$ cat config.mk
export PLATFORM = sky130hd
export DESIGN_NAME = mem_port_arbiter
export DESIGN_NICKNAME = d
export VERILOG_FILES = /design/src/rtl/arm_mem_pkg.sv /design/src/rtl/mem_starve_ctr.sv /design/src/rtl/mem_port_arbiter.sv
export SDC_FILE = /design/constraint.sdc
export NUM_CORES = 1
export LEC_CHECK = 0
export CORE_UTILIZATION = 40
export CTS_BUF_LIST = sky130_fd_sc_hd__clkbuf_4 sky130_fd_sc_hd__clkbuf_8
export CTS_CLUSTER_DIAMETER = 40
export DETAILED_ROUTE_END_ITERATION = 10
export GPL_TIMING_DRIVEN = 0
export HOLD_SLACK_MARGIN = 0.02
export MAX_ROUTING_LAYER = met4
export PLACE_DENSITY_LB_ADDON = 0.25
export SYNTH_ARGS = -nofsm -noshare
export SYNTH_HDL_FRONTEND = slang
export SYNTH_SLANG_ARGS = --single-unit
$ cat constraint.sdc
create_clock -name clk -period 1.86 [get_ports clk]
set_input_delay 0.279 -clock clk [delete_from_list [all_inputs] [get_ports clk]]
set_output_delay 0.279 -clock clk [all_outputs]
set_load 0.02 [all_outputs]
$ cat src/rtl/arm_mem_pkg.sv
// Shared types and default sizes for the instruction/data memory port arbiter.
//   arb_state_t : arbiter FSM states
//   arb_owner_t : winner of an IDLE arbitration round
package arm_mem_pkg;

    localparam int unsigned DEF_ADDR_WIDTH   = 32;
    localparam int unsigned DEF_DATA_WIDTH   = 32;
    localparam int unsigned DEF_STARVE_LIMIT = 4;

    typedef enum logic [1:0] {
        IDLE   = 2'd0,
        OWN_IF = 2'd1,
        OWN_D  = 2'd2
    } arb_state_t;

    typedef enum logic [0:0] {
        OWNER_IF = 1'b0,
        OWNER_D  = 1'b1
    } arb_owner_t;

endpackage

$ cat src/rtl/mem_starve_ctr.sv
// Saturating counter of data grants issued while a fetch was waiting.
//   clk, reset : clock, synchronous active-low reset
//   inc        : count one more data grant (holds at LIMIT)
//   clr        : return to zero, wins over inc
//   sat        : count has reached LIMIT
module mem_starve_ctr
    import arm_mem_pkg::*;
#(
    parameter int unsigned LIMIT = DEF_STARVE_LIMIT
) (
    input  logic clk,
    input  logic reset,
    input  logic inc,
    input  logic clr,
    output logic sat
);

    localparam int unsigned   CW      = $clog2(LIMIT + 1);
    localparam logic [CW-1:0] LIMIT_V = CW'(LIMIT);

    logic [CW-1:0] cnt_q;
    logic [CW-1:0] cnt_d;

    // next count: clear first, otherwise saturating increment
    always_comb begin
        cnt_d = cnt_q;
        if (clr) begin
            cnt_d = '0;
        end else if (inc && (cnt_q != LIMIT_V)) begin
            cnt_d = cnt_q + CW'(1);
        end
    end

    always_ff @(posedge clk) begin
        if (!reset) begin
            cnt_q <= '0;
        end else begin
            cnt_q <= cnt_d;
        end
    end

    assign sat = (cnt_q == LIMIT_V);

endmodule

$ cat src/rtl/mem_port_arbiter.sv
// Shares one single-ported memory between the fetch port and the data port.
// Data wins ties unless the fetch port has been passed over STARVE_LIMIT times.
//   clk, reset            : clock, synchronous active-low reset
//   if_req/if_addr        : fetch request (held until if_ack)
//   if_rdata/if_ack       : fetched word, one-cycle completion pulse
//   d_req/d_we/d_addr/d_wdata : data request (held until d_ack)
//   d_rdata/d_ack         : load data, one-cycle completion pulse
//   mem_req/mem_we/mem_addr/mem_wdata : registered memory command
//   mem_rdata/mem_ready   : memory response
//   busy                  : a transaction is in flight
module mem_port_arbiter
    import arm_mem_pkg::*;
#(
    parameter int unsigned ADDR_WIDTH   = DEF_ADDR_WIDTH,
    parameter int unsigned DATA_WIDTH   = DEF_DATA_WIDTH,
    parameter int unsigned STARVE_LIMIT = DEF_STARVE_LIMIT
) (
    input  logic                  clk,
    input  logic                  reset,
    input  logic                  if_req,
    input  logic [ADDR_WIDTH-1:0] if_addr,
    output logic [DATA_WIDTH-1:0] if_rdata,
    output logic                  if_ack,
    input  logic                  d_req,
    input  logic                  d_we,
    input  logic [ADDR_WIDTH-1:0] d_addr,
    input  logic [DATA_WIDTH-1:0] d_wdata,
    output logic [DATA_WIDTH-1:0] d_rdata,
    output logic                  d_ack,
    output logic                  mem_req,
    output logic                  mem_we,
    output logic [ADDR_WIDTH-1:0] mem_addr,
    output logic [DATA_WIDTH-1:0] mem_wdata,
    input  logic [DATA_WIDTH-1:0] mem_rdata,
    input  logic                  mem_ready,
    output logic                  busy
);

    arb_state_t            state_q,     state_d;
    logic                  mem_req_q,   mem_req_d;
    logic                  mem_we_q,    mem_we_d;
    logic [ADDR_WIDTH-1:0] mem_addr_q,  mem_addr_d;
    logic [DATA_WIDTH-1:0] mem_wdata_q, mem_wdata_d;
    logic [DATA_WIDTH-1:0] if_hold_q,   if_hold_d;
    logic [DATA_WIDTH-1:0] d_hold_q,    d_hold_d;

    arb_owner_t winner;
    logic       starve_sat;
    logic       starve_inc;
    logic       starve_clr;

    mem_starve_ctr #(
        .LIMIT (STARVE_LIMIT)
    ) u_starve (
        .clk   (clk),
        .reset (reset),
        .inc   (starve_inc),
        .clr   (starve_clr),
        .sat   (starve_sat)
    );

    // IDLE arbitration: data first, unless fetch has been starved long enough
    always_comb begin
        winner = OWNER_D;
        if (!d_req || (if_req && starve_sat)) begin
            winner = OWNER_IF;
        end
    end

    // next state, latched memory command and starvation bookkeeping
    always_comb begin
        state_d     = state_q;
        mem_req_d   = mem_req_q;
        mem_we_d    = mem_we_q;
        mem_addr_d  = mem_addr_q;
        mem_wdata_d = mem_wdata_q;
        starve_inc  = 1'b0;
        starve_clr  = 1'b0;
        unique case (state_q)
            IDLE: begin
                if (d_req || if_req) begin
                    mem_req_d = 1'b1;
                    if (winner == OWNER_D) begin
                        state_d     = OWN_D;
                        mem_we_d    = d_we;
                        mem_addr_d  = d_addr;
                        mem_wdata_d = d_wdata;
                        // only a grant that bypasses a waiting fetch counts
                        starve_inc  = if_req;
                        starve_clr  = !if_req;
                    end else begin
                        state_d     = OWN_IF;
                        mem_we_d    = 1'b0;
                        mem_addr_d  = if_addr;
                        mem_wdata_d = '0;
                        starve_clr  = 1'b1;
                    end
                end
            end
            OWN_IF, OWN_D: begin
                if (mem_ready) begin
                    state_d   = IDLE;
                    mem_req_d = 1'b0;
                    mem_we_d  = 1'b0;
                end
            end
            default: begin
                state_d = IDLE;
            end
        endcase
    end

    // completion pulses come straight from the memory handshake
    assign if_ack = mem_ready && (state_q == OWN_IF);
    assign d_ack  = mem_ready && (state_q == OWN_D);

    // read-data hold registers; a store ack leaves the data hold untouched
    always_comb begin
        if_hold_d = if_hold_q;
        d_hold_d  = d_hold_q;
        if (if_ack) begin
            if_hold_d = mem_rdata;
        end
        if (d_ack && !mem_we_q) begin
            d_hold_d = mem_rdata;
        end
    end

    always_ff @(posedge clk) begin
        if (!reset) begin
            state_q     <= IDLE;
            mem_req_q   <= 1'b0;
            mem_we_q    <= 1'b0;
            mem_addr_q  <= '0;
            mem_wdata_q <= '0;
            if_hold_q   <= '0;
            d_hold_q    <= '0;
        end else begin
            state_q     <= state_d;
            mem_req_q   <= mem_req_d;
            mem_we_q    <= mem_we_d;
            mem_addr_q  <= mem_addr_d;
            mem_wdata_q <= mem_wdata_d;
            if_hold_q   <= if_hold_d;
            d_hold_q    <= d_hold_d;
        end
    end

    assign if_rdata  = if_ack ? mem_rdata : if_hold_q;
    assign d_rdata   = d_ack  ? mem_rdata : d_hold_q;
    assign mem_req   = mem_req_q;
    assign mem_we    = mem_we_q;
    assign mem_addr  = mem_addr_q;
    assign mem_wdata = mem_wdata_q;
    assign busy      = (state_q != IDLE);

endmodule

==> impl_metrics.py <==
metrics = {
    "outcome": {
        "run_status": "finished, violations left",
        "violations": "setup timing",
    },
    "routing": {
        "drt-initial-drc-count": 373,
        "vias": 5578,
        "routed_wl_mm": 18.50,
        "drc": 0,
        "vias_per_cell": 5.048,
        "final_antenna_net_count": 0,
        "wire_per_inst_um": 16.74,
        "drtPass1Iterations": 4,
    },
    "worst_setup_path": {
        "arrival_ps": 1840,
        "worstSetupStartpointType": "flip-flop",
        "rr_endpoint": "d_hold_q[24]",
        "worstPathMaxFanout": 5,
        "r2r_slack_ps": 60,
        "critPathLaunch": "state_q[0]",
        "worstPathRequired_ps": 1580,
        "critPathKind": "flip-flop to output pin",
        "worst_setup_path_end_kind": "output pin",
        "r2r_cells": 8,
        "crit_end": "d_rdata[7]",
        "reg2reg_from": "state_q[0]",
    },
    "logic_synthesis": {
        "yosys.area.top_type": "dfxtp_1",
        "syn_avg_cell_area_um2": 9.151,
        "ys_warn_count": 0,
        "yosysSeqAreaShare_pct": 48.02,
        "synth_seq_cells": 135,
        "synthTopCellsByArea": "dfxtp_1 (48%), mux2_2 (13%), nand2_1 (8.9%)",
        "synth_top_cell_area_share_pct": 48.02,
        "syn_inst": 615,
        "synth_area_um2": 5628,
        "syn_nets": 754,
        "synth.distinct_cells": 36,
    },
    "place": {
        "place_congestion": 0.7984,
        "dp_slack_ps": -733.3,
        "portBuffers": 264,
        "dp.cells": 1055,
        "hpwl_mm": 12.36,
    },
    "floorplanning": {
        "rows": 42,
        "start_util_pct": 41.67,
        "die_area_um2": 14550,
        "die_h_um": 120.6,
        "pin_count": 267,
        "die_x_um": 120.6,
        "core_um2": 13510,
    },
    "job": {
        "maxCapViolCount": 0,
    },
    "sta": {
        "setup_viol": 65,
        "layout_setup_ws_ps": -255.6,
        "drv_slew": 0,
        "hold_slack_ps": 225.4,
        "worst_pin_slew_ps": 665.2,
        "finalCritPeriodShare_pct": 113.7,
        "rsz0062_at_grt": "yes",
        "fmax_mhz": 472.7,
        "finalClockSkew_ps": 12.59,
        "hold_viol": 0,
        "setup-tns-final_ps": -14190,
        "fin_crit_ps": 2116,
        "slew_headroom_pct": 55.65,
    },
    "clocking": {
        "cts_tree": "yes",
        "root_buffer": "clkbuf_8",
        "clk-insertion-delay-late_ps": 440,
        "cts_max_level": 4,
        "cts_buffers": 17,
        "cts_max_path_buffers": 2,
        "clk_pin_slew_worst_paths_ps": 70,
        "cts_sinks": 135,
    },
    "cells_and_area": {
        "syn_to_final_growth_pct": 71.12,
        "fin_nets": 1058,
        "final_cells": 1105,
        "drive_above_1_share_pct": 26.16,
        "diodes": 0,
        "fillers": 1025,
    },
    "grt": {
        "grt_pass1_vias": 5453,
        "grtUsageTotal_pct": 25.41,
        "grt_pass1_wl_mm": 27.80,
        "gr-total-overflow": 0,
        "grt_max_degree": 17,
        "antenna_found_initial": 0,
    },
    "worst_hold_path": {
        "hold_depth": 3,
        "hp-class": "primary input to flip-flop",
    },
    "pwr": {
        "finalPower_mw": 7.731,
        "power_density_nw_per_um2": 802.8,
        "leakage_nw": 4.025,
        "ir_drop_mv": 0.5610,
    },
}
layout by cell type, fill, tap and decap left out, drive strengths merged, types with 8 or more instances in the layout:
cell             n
clkbuf          55
a21oi           78
inv              8
a31oi           13
mux2            64
o21a            23
dfxtp          135
o221a           20
o21ai           29
buf            108
and2            32
nand2          135
clkdlybuf4s50  196
how the worst min path moves through the flow:
stage	start	endpoint	slack, ps
after floorplan	mem_rdata[0]	d_hold_q[0]	410
after global placement	d_hold_q[7]	d_hold_q[7]	440
after detailed placement	d_hold_q[0]	d_hold_q[0]	440
after CTS	if_req	u_starve.cnt_q[1]	190
after global routing	if_req	u_starve.cnt_q[1]	230
final	if_req	u_starve.cnt_q[1]	230
area by class of cell:
type	instances	area (um^2)	share of cell area (%)
timing repair buffer	286	3002	31.17
buffer	47	280.3	2.910
sequential	135	2710	28.14
multi-input combinational	423	2985	31.00
clock inverter	2	35.03	0.3638
tap	176	220.2	2.287
clock buffer	27	359.1	3.729
inverter	9	38.79	0.4028
synth_stat cells:
cell,count
buf_2,21
mux2_2,64
clkbuf_1,27
o21ai_1,1
o21ai_0,27
a31oi_1,13
buf_6,1
nand2_1,134
clkinv_1,1
nor4_1,1
nand3b_1,1
a211oi_1,2
o21ai_2,1
o41ai_1,1
nor2b_1,1
dfxtp_1,135
nor2_1,1
o311ai_0,1
and3_1,1
ha_1,5
o211ai_1,1
a21bo_4,1
nor3_1,2
inv_1,8
nand2b_1,1
and3b_1,1
and2_1,32
nor3b_1,1
a21oi_1,78
o221a_2,20
o21a_1,23
o31ai_1,2
nand4_1,1
or3_1,1
a21boi_1,1
nand3_1,3
per-layer routing:
metal  vias up  GRT usage [%]  wire length (um)
li1       2740              -                 -
met1      2631          28.99              7797
met2       186          43.53              9448
met3        21          6.934               989
met4         0          7.330               265
met5         -              -                 0
what timing repair did:
action,4_1_cts,5_1_grt
hold buffers,0,0
endpoints found under the setup margin,91,116
gates resized for setup,423,102
cloned,6,1
pin swaps,2,0
buffers inserted,8,11
where the power goes:
part	internal (mW)	leakage, nW	switching [mW]
Combinational	1.10	2.71	1.00
Clock	1.35	0.207	1.08
Sequential	3.09	1.11	0.103
sequential cells by signal, summed over array words and instances, names as in the netlist:
register	flops
if_hold_q	32
d_hold_q	32
state_q	2
mem_we	1
u_starve.cnt_q	3
mem_req	1
mem_addr	32
mem_wdata	32
logic make-up (layout without fill, tap and decap cells):
logic type      Yosys count  in the layout  synth area share, %
buf+inv                  58            371                4.469
mux                      64             64                12.81
fa+ha+maj                 5              5                1.112
simple gates            181            182                14.10
flops                   135            135                48.02
compound gates          172            172                19.50
worst max-delay path: stages, from the launching register on:
cell and delay (ps):
dfxtp_4 360, inv_4 60, ha_4 160, nand2_8 70, buf_12 170, clkbuf_16 150, mux2_4 310, buf_6 130
through the flow:
stage	cell area (um^2)	utilization, %
2_1_floorplan	5628	-
3_3_place_gp	8491	62.87
3_5_place_dp	8491	62.87
4_1_cts	9335	69.12
5_1_grt	9630	71.31
6_report	9630	71.31
(Power assumes the default switching activity.)
